--- config.mk ---
export PLATFORM = sky130hd
export DESIGN_NAME = npc_multicycle_sequencer
export DESIGN_NICKNAME = d
export VERILOG_FILES = /design/src/rtl/npc_multicycle_sequencer.sv
export SDC_FILE = /design/constraint.sdc
export NUM_CORES = 1
export LEC_CHECK = 0
export CORE_MARGIN = 1.5
export CORE_UTILIZATION = 35
export CTS_CLUSTER_SIZE = 28
export DETAILED_ROUTE_END_ITERATION = 12
export PLACE_DENSITY = 0.63
export SYNTH_ARGS = -nofsm -noshare
export SYNTH_HDL_FRONTEND = slang
export SYNTH_SLANG_ARGS = --single-unit
export TNS_END_PERCENT = 10
--- constraint.sdc ---
create_clock -name clk -period 2.3 [get_ports clk]
set_input_delay 0.46 -clock clk [delete_from_list [all_inputs] [get_ports clk]]
set_output_delay 0.46 -clock clk [all_outputs]
set_load 0.05 [all_outputs]
--- src/rtl/npc_multicycle_sequencer.sv ---
// Multi-cycle fetch/decode/exec/mem/writeback sequencer with cycle/instret counters and sticky halt.
// Latency: 5 cycles per ALU instruction, 7 per load/store with zero-wait buses; strobes are Moore outputs.
// Backpressure: request valids hold until ready; waits are bounded by TIMEOUT, expiry halts with code 2.
module npc_multicycle_sequencer #(
   parameter int CNT_W   = 64,
   parameter int TIMEOUT = 255,
   parameter int TO_W    = 8
) (
   input  logic             clk,
   input  logic             rst,
   output logic             ifu_req_valid,
   input  logic             ifu_req_ready,
   input  logic             ifu_rsp_valid,
   input  logic [31:0]      ifu_rsp_inst,
   output logic [31:0]      inst_q,
   input  logic             dec_RegWr,
   input  logic             dec_MemtoReg,
   input  logic             dec_MemWr,
   input  logic             dec_illegal,
   output logic             lsu_req_valid,
   output logic             lsu_req_we,
   input  logic             lsu_req_ready,
   input  logic             lsu_rsp_valid,
   output logic             pc_we,
   output logic             rf_we,
   output logic             halt,
   output logic [1:0]       halt_code,
   output logic [CNT_W-1:0] cycle_cnt,
   output logic [CNT_W-1:0] instret
);

   typedef enum logic [3:0] {
      S_IDLE,
      S_FETCH_REQ,
      S_FETCH_WAIT,
      S_DECODE,
      S_EXEC,
      S_MEM_REQ,
      S_MEM_WAIT,
      S_WB,
      S_HALT
   } state_t;

   localparam logic [31:0]     EBREAK     = 32'h0010_0073;
   localparam logic [1:0]      HC_EBREAK  = 2'd0;
   localparam logic [1:0]      HC_ILLEGAL = 2'd1;
   localparam logic [1:0]      HC_TIMEOUT = 2'd2;
   localparam bit              TO_EN      = (TIMEOUT != 0);
   // Counter holds the number of stalled cycles already spent; the cycle that
   // would be the TIMEOUT-th stall is the one that triggers the halt.
   localparam logic [TO_W-1:0] TO_LAST    = TO_W'(TIMEOUT - 1);

   state_t          state;
   state_t          state_nx;
   logic [1:0]      halt_src;
   logic            in_wait;
   logic            exit_cond;
   logic [TO_W-1:0] wait_cnt;

   // Next-state selection and Moore strobe decode from the current state.
   always_comb begin
      state_nx      = state;
      halt_src      = HC_EBREAK;
      in_wait       = 1'b0;
      exit_cond     = 1'b0;
      ifu_req_valid = 1'b0;
      lsu_req_valid = 1'b0;
      lsu_req_we    = 1'b0;
      pc_we         = 1'b0;
      rf_we         = 1'b0;
      case (state)
         S_IDLE: begin
            state_nx = S_FETCH_REQ;
         end
         S_FETCH_REQ: begin
            ifu_req_valid = 1'b1;
            in_wait       = 1'b1;
            exit_cond     = ifu_req_ready;
            if (ifu_req_ready) state_nx = S_FETCH_WAIT;
         end
         S_FETCH_WAIT: begin
            in_wait   = 1'b1;
            exit_cond = ifu_rsp_valid;
            if (ifu_rsp_valid) state_nx = S_DECODE;
         end
         S_DECODE: begin
            state_nx = S_EXEC;
         end
         S_EXEC: begin
            if (inst_q == EBREAK) begin
               state_nx = S_HALT;
               halt_src = HC_EBREAK;
            end else if (dec_illegal) begin
               state_nx = S_HALT;
               halt_src = HC_ILLEGAL;
            end else if (dec_MemtoReg || dec_MemWr) begin
               state_nx = S_MEM_REQ;
            end else begin
               state_nx = S_WB;
            end
         end
         S_MEM_REQ: begin
            // inst_q is frozen here, so dec_MemWr is stable for the whole request.
            lsu_req_valid = 1'b1;
            lsu_req_we    = dec_MemWr;
            in_wait       = 1'b1;
            exit_cond     = lsu_req_ready;
            if (lsu_req_ready) state_nx = S_MEM_WAIT;
         end
         S_MEM_WAIT: begin
            in_wait   = 1'b1;
            exit_cond = lsu_rsp_valid;
            if (lsu_rsp_valid) state_nx = S_WB;
         end
         S_WB: begin
            pc_we    = 1'b1;
            rf_we    = dec_RegWr;
            state_nx = S_FETCH_REQ;
         end
         S_HALT: begin
            state_nx = S_HALT;
         end
         default: begin
            state_nx = S_IDLE;
         end
      endcase
      // A handshake completing in the last allowed cycle still wins.
      if (TO_EN && in_wait && !exit_cond && (wait_cnt == TO_LAST)) begin
         state_nx = S_HALT;
         halt_src = HC_TIMEOUT;
      end
   end

   // State, instruction latch, wait timer, counters and sticky halt record.
   always_ff @(posedge clk) begin
      if (rst) begin
         state     <= S_IDLE;
         inst_q    <= 32'h0;
         wait_cnt  <= '0;
         cycle_cnt <= '0;
         instret   <= '0;
         halt      <= 1'b0;
         halt_code <= 2'd0;
      end else begin
         state     <= state_nx;
         cycle_cnt <= cycle_cnt + CNT_W'(1);
         if (state == S_WB) begin
            instret <= instret + CNT_W'(1);
         end
         if ((state == S_FETCH_WAIT) && ifu_rsp_valid) begin
            inst_q <= ifu_rsp_inst;
         end
         if (state_nx != state) begin
            wait_cnt <= '0;
         end else if (in_wait) begin
            wait_cnt <= wait_cnt + TO_W'(1);
         end
         if ((state_nx == S_HALT) && (state != S_HALT)) begin
            halt      <= 1'b1;
            halt_code <= halt_src;
         end
      end
   end

endmodule
==> results.sh <==
export IMPL_clkTransAtPathRegs_ns=0.07
export IMPL_crit_path_max_incr_delay_ns=0.87
export IMPL_first_global_vias=6961
export IMPL_cp_data_arrival_time_ns=1.74
export IMPL_power_density_nw_per_um2=572
export IMPL_yosys_warnings=0
export IMPL_slew_headroom_pct=42.4
export IMPL_seq_area_frac_synth_pct=44.1
export IMPL_syn_num_nets=992
export IMPL_drtAntennaViolNets=0
export IMPL_antenna_found_initial=0
export IMPL_detail_route_vias_per_cell=4.98
export IMPL_io_buffers=209
export IMPL_die_y_um=154
export IMPL_setup_viol_count_final=0
export IMPL_wl_per_cell_um=14.6
export IMPL_clock_fmax_ghz=0.455
export IMPL_grt_pass1_wl_um=35800
export IMPL_antenna_cells=0
export IMPL_post_route_drc_count=0
export IMPL_crit_cells=1
export IMPL_fillers=2094
export IMPL_worstSetupPathType="reg -> out"
export IMPL_critPathCaptureType="output port"
export IMPL_grt_max_degree=165
export IMPL_crit_fanout=4
export IMPL_worst_slew_pin_slew_ns=0.864
export IMPL_clockBufferDepth=2
export IMPL_synth_cell_types=48
export IMPL_setup_worst_path_start_class="flop"
export IMPL_finish_net_count=1220
export IMPL_required_ns=1.84
export IMPL_rr_endpoint="instret[63]"
export IMPL_avgSynthCellArea_um2=8.40
export IMPL_drive_gt1_share_pct=10.1
export IMPL_hp_class="in -> reg"
export IMPL_setup_tns_ns=0
export IMPL_crit_family="buffers and inverters"
export IMPL_synth_cell_area_um2=7950
export IMPL_synth_ff_type="dfxtp_1"
export IMPL_ys_ff_latch=175
export IMPL_hold_buffers=0
export IMPL_dr_pass1_iters=4
export IMPL_fp_row_count=54
export IMPL_via_count=7298
export IMPL_r2r_setup_slack_ns=0.19
export IMPL_final_common_cell="clkdlybuf4s50_1"
export IMPL_max_vdd_ir_drop_mv=0.391
export IMPL_maxCapViolCount=0
export IMPL_place_congestion=0.793
export IMPL_numCtsBuffers=17
export IMPL_rr_worst_depth=7
export IMPL_crit_chain="clkdlybuf4s50_1"
export IMPL_clkLatencyLatePin_ns=0.42
export IMPL_syn_inst=946
export IMPL_critPathCapture="instret[40]"
export IMPL_path_buf_inv=1
export IMPL_seq_area_um2=3500
export IMPL_grt_usage_pct=18.5
export IMPL_outcome="completed"
export IMPL_multi_input_area_um2=4170
export IMPL_p_leak_nw=3.68
export IMPL_syn_to_final_growth_pct=39.9
export IMPL_drv_slew=0
export IMPL_ctsHtreeMaxLevel=4
export IMPL_final_cell_mix="203 x clkdlybuf4s50_1, 175 x dfxtp_1, 131 x nor2_1, 105 x nand2_1"
export IMPL_clkSinkCount=175
export IMPL_async_flop_share_pct=0
export IMPL_initial_utilization_pct=36.1
export IMPL_die_w_um=154
export IMPL_num_io_pins=210
export IMPL_crit_path_top_delay_cell="clkdlybuf4s50_1"
export IMPL_drt_iter0_drc=360
export IMPL_cp_startpoint="instret[40]"
export IMPL_hold_viol=0
export IMPL_overflow=0
export IMPL_root_buffer="clkbuf_16"
export IMPL_fin_skew_ns=0.0154
export IMPL_rr_startpoint="instret[27]"
export IMPL_rsz0062_at_grt="no"
export IMPL_cts_tree="done"
export IMPL_core_area_um2=22000
export IMPL_synth_edf_count=0
export IMPL_wirelength_um=21400
export IMPL_post_route_util_pct=50.5
export IMPL_fin_crit_sh_pct=95.5
export IMPL_dp_hpwl_um=15200
export IMPL_die_area_um2=23600
export IMPL_min_period_ns=2.20
[layer usage]
layer | share of wire (%) | global-route usage [%]
met5 | 0 | 0
met4 | 1.6 | 5.92
met3 | 4.8 | 4.09
met2 | 47 | 30.4
met1 | 47 | 24.1
[report_power, final]
part	switching, mW	internal, mW	leakage [nW]
clock network	1.29	1.44	0.261
registers	0.0299	3.06	1.41
logic	0.323	0.215	2.00
[synth_stat cells (3+ instances only)]
master	n	area (um^2)
nand4_2	4	50.1
nor2b_1	3	18.8
nand3_1	52	260
a31o_2	3	26.3
and2_1	15	93.8
xor2_1	47	412
dfxtp_1	175	3500
ha_1	4	50.1
buf_4	3	22.5
nand2b_1	5	31.3
o21ai_0	22	110
mux2i_1	3	30.0
nor2_1	131	492
and3_1	13	81.3
nor4_2	9	113
xnor2_1	63	552
buf_2	9	45.0
nand4_1	35	219
nor3_2	15	150
inv_1	30	113
a21oi_1	63	315
nor4_1	12	75.1
nor3_1	35	175
or3_1	22	138
nand2_1	105	394
clkbuf_1	26	97.6
and4_1	15	131
[kinds of logic (layout without fill, tap and decap cells)]
| family | count (synthesis) | count (layout) | synth area share (%) |
|---|---|---|---|
| compound gates | 98 | 98 | 6.90 |
| flops | 175 | 175 | 44.1 |
| xor+xnor | 110 | 110 | 12.1 |
| mux | 3 | 3 | 0.378 |
| fa+ha+maj | 4 | 4 | 0.630 |
| buf+inv | 71 | 311 | 3.73 |
| simple gates | 485 | 485 | 32.2 |
[registers in the layout (all words and copies together), names as in the netlist]
signal     cells
inst_q        32
state          4
cycle_cnt     64
wait_cnt       8
instret       64
halt_code      2
halt           1
[how the worst min path moves through the flow]
stage	from	to	slack, ns	cells after the start
floorplan	wait_cnt[7]	wait_cnt[7]	0.52	2
global placement	inst_q[5]	inst_q[5]	0.46	2
detailed placement	inst_q[1]	inst_q[1]	0.46	2
CTS	rst	state[2]	0.42	5
global route	rst	state[2]	0.44	5
finish	rst	state[2]	0.44	5
[metrics by stage]
| stage | instances | setup slack, ns | cell area [um^2] | power [mW] | hold WS (ns) |
|---|---|---|---|---|---|
| final | 1466 | 0.104 | 11100 | 6.36 | 0.443 |
| after global routing | 1466 | 0.0116 | 11100 | 6.61 | 0.440 |
| after CTS | 1466 | 0.0716 | 11100 | 6.44 | 0.416 |
| after detailed placement | 1435 | 0.00244 | 10500 | 3.70 | 0.460 |
| after global placement | 1435 | 0.0259 | 10500 | 3.70 | 0.456 |
| after floorplan | 946 | 0.0453 | 7950 | 3.49 | 0.520 |
[repair_timing]
action | in CTS | in global routing
resized for setup | 0 | 4
buffers inserted | 0 | 0
hold endpoints to repair | 0 | 0
endpoints found under the setup margin | 0 | 11
[layout make-up]
cell class | count | share of cell area (%)
timing repair buffer | 250 | 21.9
clock buffer | 19 | 3.98
multi-input combinational | 700 | 37.5
tap | 280 | 3.15
inverter | 30 | 1.01
sequential | 175 | 31.5
clock inverter | 12 | 0.923
Note: power is estimated with default switching activity, not from simulation.
